[src/rtl/uart_pkg.sv]
// Shared UART definitions: autobaud FSM state encoding and measurement constants.
package uart_pkg;

    typedef enum logic [2:0] {
        StIdle,
        StArm,
        StMeasure,
        StCalc,
        StLocked
    } ab_state_e;

    localparam int unsigned SYNC_EDGES = 4;
    localparam int unsigned OVS_SHIFT  = 7;   // log2(16x oversampling * 8 bit times)
    localparam int unsigned ROUND      = 64;

endpackage

[src/rtl/rx_edge_det.sv]
// rx falling-edge detector: 2-flop synchroniser plus one delay flop; all flops idle high.
module rx_edge_det (
    input  logic clk,
    input  logic rst_n,
    input  logic rx,
    output logic fall
);

    logic sync1_q, sync2_q, dly_q;

    always_ff @(posedge clk or negedge rst_n) begin
        if (!rst_n) begin
            sync1_q <= 1'b1;
            sync2_q <= 1'b1;
            dly_q   <= 1'b1;
        end else begin
            sync1_q <= rx;
            sync2_q <= sync1_q;
            dly_q   <= sync2_q;
        end
    end

    assign fall = dly_q & ~sync2_q;

endmodule

[src/rtl/autobaud_ctrl.sv]
// Autobaud controller: measures a 0x55 sync character (or takes a software divisor) and sequences
// the baud generator divisor, enable and clear. Define AUTOBAUD_CHECK_EN for per-interval checks.
module autobaud_ctrl
    import uart_pkg::*;
#(
    parameter  int unsigned DIV_W = 16,
    localparam int unsigned CNT_W = DIV_W + 7
) (
    input  logic             clk,
    input  logic             rst_n,
    input  logic             rx,
    input  logic             start,
    input  logic             cfg_wr,
    input  logic [DIV_W-1:0] cfg_div,
    output logic [DIV_W-1:0] div_o,
    output logic             b_en,
    output logic             b_clr,
    output logic             busy,
    output logic             locked,
    output logic             err
);

    ab_state_e        state_q;
    logic [CNT_W-1:0] cnt_q, c_q, cnt_inc;
    logic [2:0]       edges_q;
    logic             fall, viol, q_bad;
    logic [CNT_W:0]   sum;
    logic [DIV_W:0]   q;

    rx_edge_det u_edge (
        .clk   (clk),
        .rst_n (rst_n),
        .rx    (rx),
        .fall  (fall)
    );

    assign cnt_inc = cnt_q + CNT_W'(1);
    assign sum     = {1'b0, c_q} + (CNT_W + 1)'(ROUND);
    assign q       = (DIV_W + 1)'(sum >> OVS_SHIFT);
    assign q_bad   = (q == '0) || (q > {1'b1, {DIV_W{1'b0}}});

`ifdef AUTOBAUD_CHECK_EN
    logic [CNT_W-1:0] i0_q, mark_q, ik, dev;

    always_comb begin
        ik   = cnt_inc - mark_q;
        dev  = (ik > i0_q) ? ik - i0_q : i0_q - ik;
        viol = (edges_q != 3'd0) && (dev > (i0_q >> 3));
    end

    // mark_q holds the count at the previous fall, so ik is the latest interval.
    always_ff @(posedge clk or negedge rst_n) begin
        if (!rst_n) begin
            i0_q   <= '0;
            mark_q <= '0;
        end else if (state_q == StArm) begin
            mark_q <= '0;
        end else if (state_q == StMeasure && fall) begin
            if (edges_q == 3'd0) i0_q <= cnt_inc;
            mark_q <= cnt_inc;
        end
    end
`else
    assign viol = 1'b0;
`endif

    always_ff @(posedge clk or negedge rst_n) begin
        if (!rst_n) begin
            state_q <= StIdle;
            cnt_q   <= '0;
            c_q     <= '0;
            edges_q <= '0;
            div_o   <= '0;
            b_en    <= 1'b0;
            b_clr   <= 1'b0;
            busy    <= 1'b0;
            locked  <= 1'b0;
            err     <= 1'b0;
        end else begin
            b_clr <= 1'b0;
            if (cfg_wr) begin
                // Software load wins over everything, including a same-cycle start.
                div_o   <= cfg_div;
                b_clr   <= 1'b1;
                b_en    <= 1'b0;
                err     <= 1'b0;
                busy    <= 1'b0;
                locked  <= 1'b1;
                state_q <= StLocked;
            end else begin
                unique case (state_q)
                    StIdle: begin
                        if (start) begin
                            err     <= 1'b0;
                            busy    <= 1'b1;
                            state_q <= StArm;
                        end
                    end
                    StArm: begin
                        if (fall) begin
                            cnt_q   <= '0;
                            edges_q <= '0;
                            state_q <= StMeasure;
                        end
                    end
                    StMeasure: begin
                        cnt_q <= cnt_inc;
                        if (cnt_q == '1 || (fall && viol)) begin
                            err     <= 1'b1;
                            busy    <= 1'b0;
                            state_q <= StIdle;
                        end else if (fall) begin
                            if (edges_q == 3'(SYNC_EDGES - 1)) begin
                                c_q     <= cnt_inc;
                                state_q <= StCalc;
                            end else begin
                                edges_q <= edges_q + 3'd1;
                            end
                        end
                    end
                    StCalc: begin
                        busy <= 1'b0;
                        if (q_bad) begin
                            err     <= 1'b1;
                            state_q <= StIdle;
                        end else begin
                            div_o   <= DIV_W'(q - (DIV_W + 1)'(1));
                            b_clr   <= 1'b1;
                            locked  <= 1'b1;
                            state_q <= StLocked;
                        end
                    end
                    StLocked: begin
                        if (start) begin
                            b_en    <= 1'b0;
                            locked  <= 1'b0;
                            busy    <= 1'b1;
                            err     <= 1'b0;
                            state_q <= StArm;
                        end else begin
                            b_en <= 1'b1;
                        end
                    end
                    default: state_q <= StIdle;
                endcase
            end
        end
    end

endmodule

[config.mk]
export PLATFORM = sky130hd
export DESIGN_NAME = autobaud_ctrl
export DESIGN_NICKNAME = d
export VERILOG_FILES = /design/src/rtl/uart_pkg.sv /design/src/rtl/rx_edge_det.sv /design/src/rtl/autobaud_ctrl.sv
export SDC_FILE = /design/constraint.sdc
export NUM_CORES = 1
export LEC_CHECK = 0
export CAP_MARGIN = 15
export CORE_UTILIZATION = 46
export CTS_CLUSTER_DIAMETER = 60
export DETAILED_ROUTE_END_ITERATION = 8
export PLACE_DENSITY = 0.66
export RECOVER_POWER = 100
export SETUP_SLACK_MARGIN = 0.4
export SLEW_MARGIN = 30
export SYNTH_ARGS = -nofsm -noshare
export SYNTH_HDL_FRONTEND = slang
export SYNTH_SLANG_ARGS = --single-unit
[constraint.sdc]
create_clock -name clk -period 3.7 [get_ports clk]
set_input_delay 0.555 -clock clk [delete_from_list [all_inputs] [get_ports clk]]
set_output_delay 0.555 -clock clk [all_outputs]
set_load 0.05 [all_outputs]
==> impl_metrics.csv, run 1 <==
group,metric,value,unit
critical_path,reg2reg_slack,0.46,ns
floorplanning,rows,35,
placed_design,portBuffers,41,
placed_design,place.gp.congestion,0.8526,
synth,synth_area_per_cell,8.964,um2
final_layout,drive_gt1_share,8.671,%
floorplanning,core_area,9196,um2
critical_path,critPathMostFrequentCell,"xor2_1",
synth,ys.flop_type,"dfrtp_1",
sta,rsz0062_at_grt,"no",
placed_design,dpl_cell_area,4772,um2
clock_network,cts-resized-gates,0,
final_layout,stdcell_area,4991,um2
critical_path,critPathKind,"flip-flop to flip-flop",
clock_network,cts_made_buffers,9,
clock_network,cts_sinks,70,
power_and_ir_drop,vdd_drop_max,0.1898,mV
grt,grt_pass1_vias,3295,
hold_path,whs_path_depth,0,
synth,synth_cell_types,69,
critical_path,required,3.94,ns
sta,skew,0.009522,ns
critical_path,critPathTopFamily,"simple AND/OR/NAND/NOR gates",
sta,drv_slew,47,
power_and_ir_drop,p_per_area,352.0,nW/um2
synth,syn_inst,486,
sta,slew-limit-headroom,-65.47,%
synth,yosysWarnings,0,
run_status,status,"finished with violations",
final_layout,mostFrequentLayoutCell,"dfrtp_1",
clock_network,clk_latency,0.35,ns
final_layout,syn2layout_area_growth,14.56,%
clock_network,post_cts.repair.setup_buffers,0,
critical_path,cp.buffers_inverters,0,
synth,synth.net_count,513,
critical_path,r2r_cells,9,
floorplanning,ios,42,
run_status,violations,"capacitance limit, slew limit",
clock_network,ctsHoldBuffers,0,
synth,async_reset_ff_share,100.0,%
critical_path,cpPeakStageDelay,0.46,ns
critical_path,endpoint_kind,"flip-flop",
sta,timing.final.crit_share,87.70,%
critical_path,critPathArrivalTime,3.48,ns
synth,synth_seq_area_share,40.29,%
clock_network,htree_num_levels,3,
floorplanning,chipWidth,99.32,um
grt,antenna_found_initial,0,
floorplanning,dieArea,9864,um2
final_layout,final_nets,541,
critical_path,crit_path_top_delay_cell,"nor3_1",
sta,worst_pin_slew,2.482,ns
power_and_ir_drop,total_power,1757,uW
route,antenna_left,0,
critical_path,critical_path_depth,9,
hold_path,hold_path_class,"flip-flop to flip-flop",
final_layout,layout_common_cells,"dfrtp_1, nand2_1, nor2_1, o21ai_0, xnor2_1",
final_layout,n_fill_cell,830,
final_layout,seq_area,1755,um2
sta,setup_ws,0.4550,ns
route,wl_per_cell,14.51,um
route,drc_errors,0,
sta,setup-violations-final,0,
final_layout,multiInputGateArea,2313,um2
critical_path,startpoint_type,"flip-flop",
floorplanning,die_h,99.32,um
route,num_vias,3447,
synth,synth-edff-count,0,
flow_run,cap_violations,1,
clock_network,clk_pin_slew_worst_paths,0.08,ns
grt,grt_overflow,0,
power_and_ir_drop,p_leak,0.002116,uW
placed_design,pre_cts_ws,0.6214,ns
route,routed_wl,9140,um
clock_network,ctsLongestPathBuffers,2,
synth,ys_seq_elements,70,
sta,clock.fmax,308.2,MHz
synth,synth_area,4357,um2
placed_design,dp_hpwl,6534,um
critical_path,crit_fanout,15,
route,drtIter0Drc,163,
critical_path,crit_chain,"ha_1 -> nand4_4 -> nor3_1 -> xor2_1 -> a21o_4 -> nor4_4 -> xor2_1 -> o21a_4 -> mux2_1",
floorplanning,start_util,47.37,%
sta,hold_viol_final,0,
sta,tns,0,ns
route,first_pass_iters,5,
grt,grt_pass1_wl,15900,um
grt,grt_max_degree,47,
grt,grt_usage,19.98,%
clock_network,cts_tree,"built",
clock_network,cts-root-buf,"clkbuf_8",
sta,period_needed,3.245,ns
final_layout,diodes,0,
route,vias_per_cell,5.471,
-- worst register-to-register path, stage by stage (launching register included) --
cell     delay, ns
dfrtp_1       0.45
ha_1          0.40
nand4_4       0.21
nor3_1        0.46
xor2_1        0.22
a21o_4        0.27
nor4_4        0.26
xor2_1        0.25
o21a_4        0.26
mux2_1        0.36
-- sequential cells by signal, summed over array words and instances (netlist names), 3 cells and up --
register	count
c_q	17
edges_q	3
cnt_q	23
state_q	3
div_o	16
-- metal layers --
metal | vias to the layer above | GRT usage (%) | wire length, um
met5 | - | 0 | 0
met3 | 11 | 4.076 | 347
met4 | 0 | 5.995 | 116
li1 | 1773 | - | -
met1 | 1588 | 28.00 | 4666
met2 | 75 | 31.25 | 4010
-- path summary, 6_finish.rpt --
kind | from | to
max | c_q[6]$_DFFE_PN0P_ | div_o[1]$_DFFE_PN0P_
min | u_edge.sync1_q$_DFF_PN1_ | u_edge.sync2_q$_DFF_PN1_
max reg2reg | c_q[6]$_DFFE_PN0P_ | div_o[1]$_DFFE_PN0P_
min reg2reg | u_edge.sync1_q$_DFF_PN1_ | u_edge.sync2_q$_DFF_PN1_
max in group asynchronous | rst_n | c_q[19]$_DFFE_PN0P_
min in group asynchronous | rst_n | div_o[1]$_DFFE_PN0P_
-- logic make-up after synthesis --
family	after synthesis	share of synthesized area, %
AOI/OAI and AO/OA	114	17.86
xor gates and xnor gates	45	9.047
adders and majority gates	6	1.723
buffers and inverters	56	6.490
DFF	70	40.29
muxes	6	1.465
and+or+nand+nor	189	23.12
-- layout make-up --
type	count	share of cell area [%]
Clock buffer	12	3.309
Clock inverter	4	1.529
Inverter	23	1.730
Multi-Input combinational cell	360	46.35
Sequential cell	70	35.17
Tap cell	111	2.783
Timing Repair Buffer	50	9.125
-- synth_stat cells, types with 5 or more instances --
cell	count	area share (%)
inv_1	22	1.9
a21o_1	5	0.86
nand2_1	57	4.9
nor3_1	8	0.92
xor2_1	18	3.6
and2_1	6	0.86
nor2_1	48	4.1
dfrtp_1	67	38
clkbuf_1	19	1.6
xnor2_1	27	5.4
o31ai_1	8	1.4
buf_6	8	2.1
a222oi_1	7	1.6
ha_1	6	1.7
and3_1	9	1.3
o21ai_0	46	5.3
a21oi_1	12	1.4
nand2b_1	7	1.0
nand4_1	12	1.7
nand3_1	13	1.5
-- where the power goes --
part / leakage [uW] / switching (uW) / internal, uW
clock network: 0.000119 / 307 / 438
registers: 0.000906 / 16.5 / 795
logic: 0.00109 / 128 / 72.7
-- per-stage QoR --
| stage | util [%] | std cells | hold slack [ns] |
|---|---|---|---|
| final | 54.27 | 630 | 0.3724 |
| after floorplan | - | 486 | 0.2594 |
| after global routing | 54.27 | 630 | 0.3761 |
| after global placement | 51.89 | 614 | 0.3463 |
| after CTS | 54.52 | 630 | 0.1979 |
| after detailed placement | 51.89 | 614 | 0.3566 |
(Power assumes the default switching activity.)
==> run 2, diff against run 1 <==
--- a/config.mk
+++ b/config.mk
@@ -9,6 +9,7 @@
 export CORE_UTILIZATION = 46
 export CTS_CLUSTER_DIAMETER = 60
 export DETAILED_ROUTE_END_ITERATION = 8
+export GPL_ROUTABILITY_DRIVEN = 0
 export PLACE_DENSITY = 0.66
 export RECOVER_POWER = 100
 export SETUP_SLACK_MARGIN = 0.4
==> run 2 against run 1 <==
Compared with the run above: maximum frequency down 0.63%; global-route usage is 0.088 points lower; largest power group unchanged; die area did not move; the flow still finishes with violations (capacitance limit, slew limit).
==> impl_metrics.csv, run 2 (synthesized netlist as in run 1, its figures left out) <==
group,metric,value,unit
placed_design,dpl_cell_area,4775,um2
power_and_ir_drop,p_per_area,330.9,nW/um2
critical_path,startpoint_type,"flip-flop",
critical_path,r2r_start,"c_q[6]$_DFFE_PN0P_",
critical_path,crit_fanout,18,
critical_path,critPathTopFamily,"simple AND/OR/NAND/NOR gates",
sta,rsz0062_at_grt,"no",
sta,tns,0,ns
run_status,violations,"capacitance limit, slew limit",
clock_network,htree_num_levels,3,
critical_path,cp.buffers_inverters,1,
clock_network,clk_latency,0.35,ns
route,routed_wl,9102,um
grt,grt_overflow,0,
hold_path,hold_end,"u_edge.sync2_q$_DFF_PN1_",
final_layout,largest_register,"cnt_q",
clock_network,cts-resized-gates,0,
route,num_vias,3524,
flow_run,cap_violations,1,
critical_path,cpPeakStageDelay,0.46,ns
route,vias_per_cell,5.594,
floorplanning,core_area,9196,um2
final_layout,stdcell_area,4938,um2
route,drc_errors,0,
route,antenna_left,0,
sta,clock.fmax,306.2,MHz
grt,grt_pass1_vias,3370,
clock_network,cts_tree,"built",
placed_design,portBuffers,41,
route,first_pass_iters,5,
route,wl_per_cell,14.45,um
clock_network,cts_made_buffers,9,
final_layout,layout_common_cells,"dfrtp_1, nand2_1, nor2_1, o21ai_0, xnor2_1",
critical_path,crit_path_top_delay_cell,"dfrtp_1",
grt,grt_pass1_wl,16010,um
route,drtIter0Drc,171,
final_layout,final_nets,541,
final_layout,syn2layout_area_growth,13.35,%
sta,slew-limit-headroom,-67.96,%
critical_path,critical_path_depth,10,
floorplanning,rows,35,
placed_design,pre_cts_ws,0.6524,ns
floorplanning,start_util,47.37,%
critical_path,crit_chain,"ha_1 -> nand4_4 -> nor3_1 -> xor2_1 -> a211o_1 -> o31ai_1 -> nor4bb_2 -> clkbuf_2 -> nand2_1 -> o311a_1",
floorplanning,die_h,99.32,um
critical_path,reg2reg_slack,0.43,ns
sta,setup-violations-final,0,
critical_path,r2r_cells,10,
hold_path,whs_path_depth,0,
critical_path,endpoint_kind,"flip-flop",
critical_path,critPathKind,"flip-flop to flip-flop",
clock_network,ctsHoldBuffers,0,
sta,period_needed,3.265,ns
placed_design,dp_hpwl,6476,um
clock_network,cts-root-buf,"clkbuf_8",
final_layout,diodes,0,
clock_network,post_cts.repair.setup_buffers,0,
floorplanning,dieArea,9864,um2
sta,worst_pin_slew,2.519,ns
sta,timing.hold.ws,0.3662,ns
hold_path,min_from,"u_edge.sync1_q$_DFF_PN1_",
floorplanning,ios,42,
final_layout,mostFrequentLayoutCell,"dfrtp_1",
final_layout,drive_gt1_share,7.900,%
clock_network,ctsLongestPathBuffers,2,
floorplanning,chipWidth,99.32,um
critical_path,required,3.94,ns
final_layout,largest_reg_flops,23,
grt,grt_max_degree,49,
clock_network,cts_sinks,70,
sta,drv_slew,49,
critical_path,r2r_end,"div_o[15]$_DFFE_PN0P_",
sta,timing.final.crit_share,88.25,%
power_and_ir_drop,vdd_drop_max,0.1598,mV
hold_path,hold_path_class,"flip-flop to flip-flop",
sta,hold_viol_final,0,
grt,grt_usage,19.89,%
clock_network,clk_pin_slew_worst_paths,0.08,ns
power_and_ir_drop,p_leak,0.002091,uW
sta,skew,0.009835,ns
critical_path,critPathArrivalTime,3.50,ns
final_layout,reg_top3,"cnt_q x23, c_q x17, div_o x16",
run_status,status,"finished with violations",
grt,antenna_found_initial,0,
sta,setup_ws,0.4346,ns
## run 2: changes by cell type in the layout (fill, tap and decap cells not counted)
cell | previous run | this run
o311ai_0 | 3 | 4
clkbuf_2 | 1 | 2
clkinv_4 | 0 | 1
clkbuf_1 | 4 | 8
bufinv_16 | 2 | 1
clkbuf_8 | 12 | 10
buf_2 | 1 | 0
o311ai_1 | 1 | 0
clkinvlp_4 | 1 | 0
buf_4 | 4 | 3
inv_6 | 1 | 0
clkinv_2 | 0 | 1
## run 2: area by class of cell
type	count	area [um2]
tap	111	138.9
fill	839	4258
multi-input combinational	360	2313
sequential	70	1755
clock inverter	3	43.79
timing repair buffer	50	451.7
inverter	23	86.33
clock buffer	13	148.9
## run 2: per-layer routing
| metal | up-vias | track usage [%] | share of wire [%] |
|---|---|---|---|
| li1 | 1772 | - | - |
| met1 | 1653 | 28.74 | 50 |
| met2 | 88 | 30.93 | 44 |
| met3 | 11 | 2.741 | 4.5 |
| met4 | 0 | 6.335 | 1.0 |
| met5 | - | 0 | 0 |
## run 2: worst register-to-register path, cell delays in order, from the launching register on
cell,delay [ns]
dfrtp_1,0.46
ha_1,0.42
nand4_4,0.22
nor3_1,0.46
xor2_1,0.19
a211o_1,0.35
o31ai_1,0.20
nor4bb_2,0.25
clkbuf_2,0.38
nand2_1,0.12
o311a_1,0.13
## run 2: how the worst max path moves through the flow
stage	start	to	slack, ns
2_1_floorplan	c_q[6]$_DFFE_PN0P_	div_o[10]$_DFFE_PN0P_	1.07
3_3_place_gp	c_q[6]$_DFFE_PN0P_	div_o[1]$_DFFE_PN0P_	0.77
3_5_place_dp	c_q[6]$_DFFE_PN0P_	div_o[1]$_DFFE_PN0P_	0.65
4_1_cts	c_q[6]$_DFFE_PN0P_	div_o[1]$_DFFE_PN0P_	0.59
5_1_grt	c_q[6]$_DFFE_PN0P_	div_o[1]$_DFFE_PN0P_	0.21
6_report	c_q[6]$_DFFE_PN0P_	div_o[15]$_DFFE_PN0P_	0.43
## run 2: report_power, final
| part | total (uW) | internal [uW] | switching (uW) |
|---|---|---|---|
| Sequential | 812 | 796 | 16.5 |
| Clock | 623 | 331 | 292 |
| Combinational | 199 | 72.1 | 127 |
## run 2: stage by stage
| step | std cells | total power [uW] | util (%) |
|---|---|---|---|
| after floorplan | 486 | 949.0 | - |
| after global placement | 614 | 1035 | 51.89 |
| after detailed placement | 614 | 1038 | 51.92 |
| after CTS | 630 | 1658 | 54.01 |
| after global routing | 630 | 1700 | 53.70 |
| final | 630 | 1634 | 53.70 |
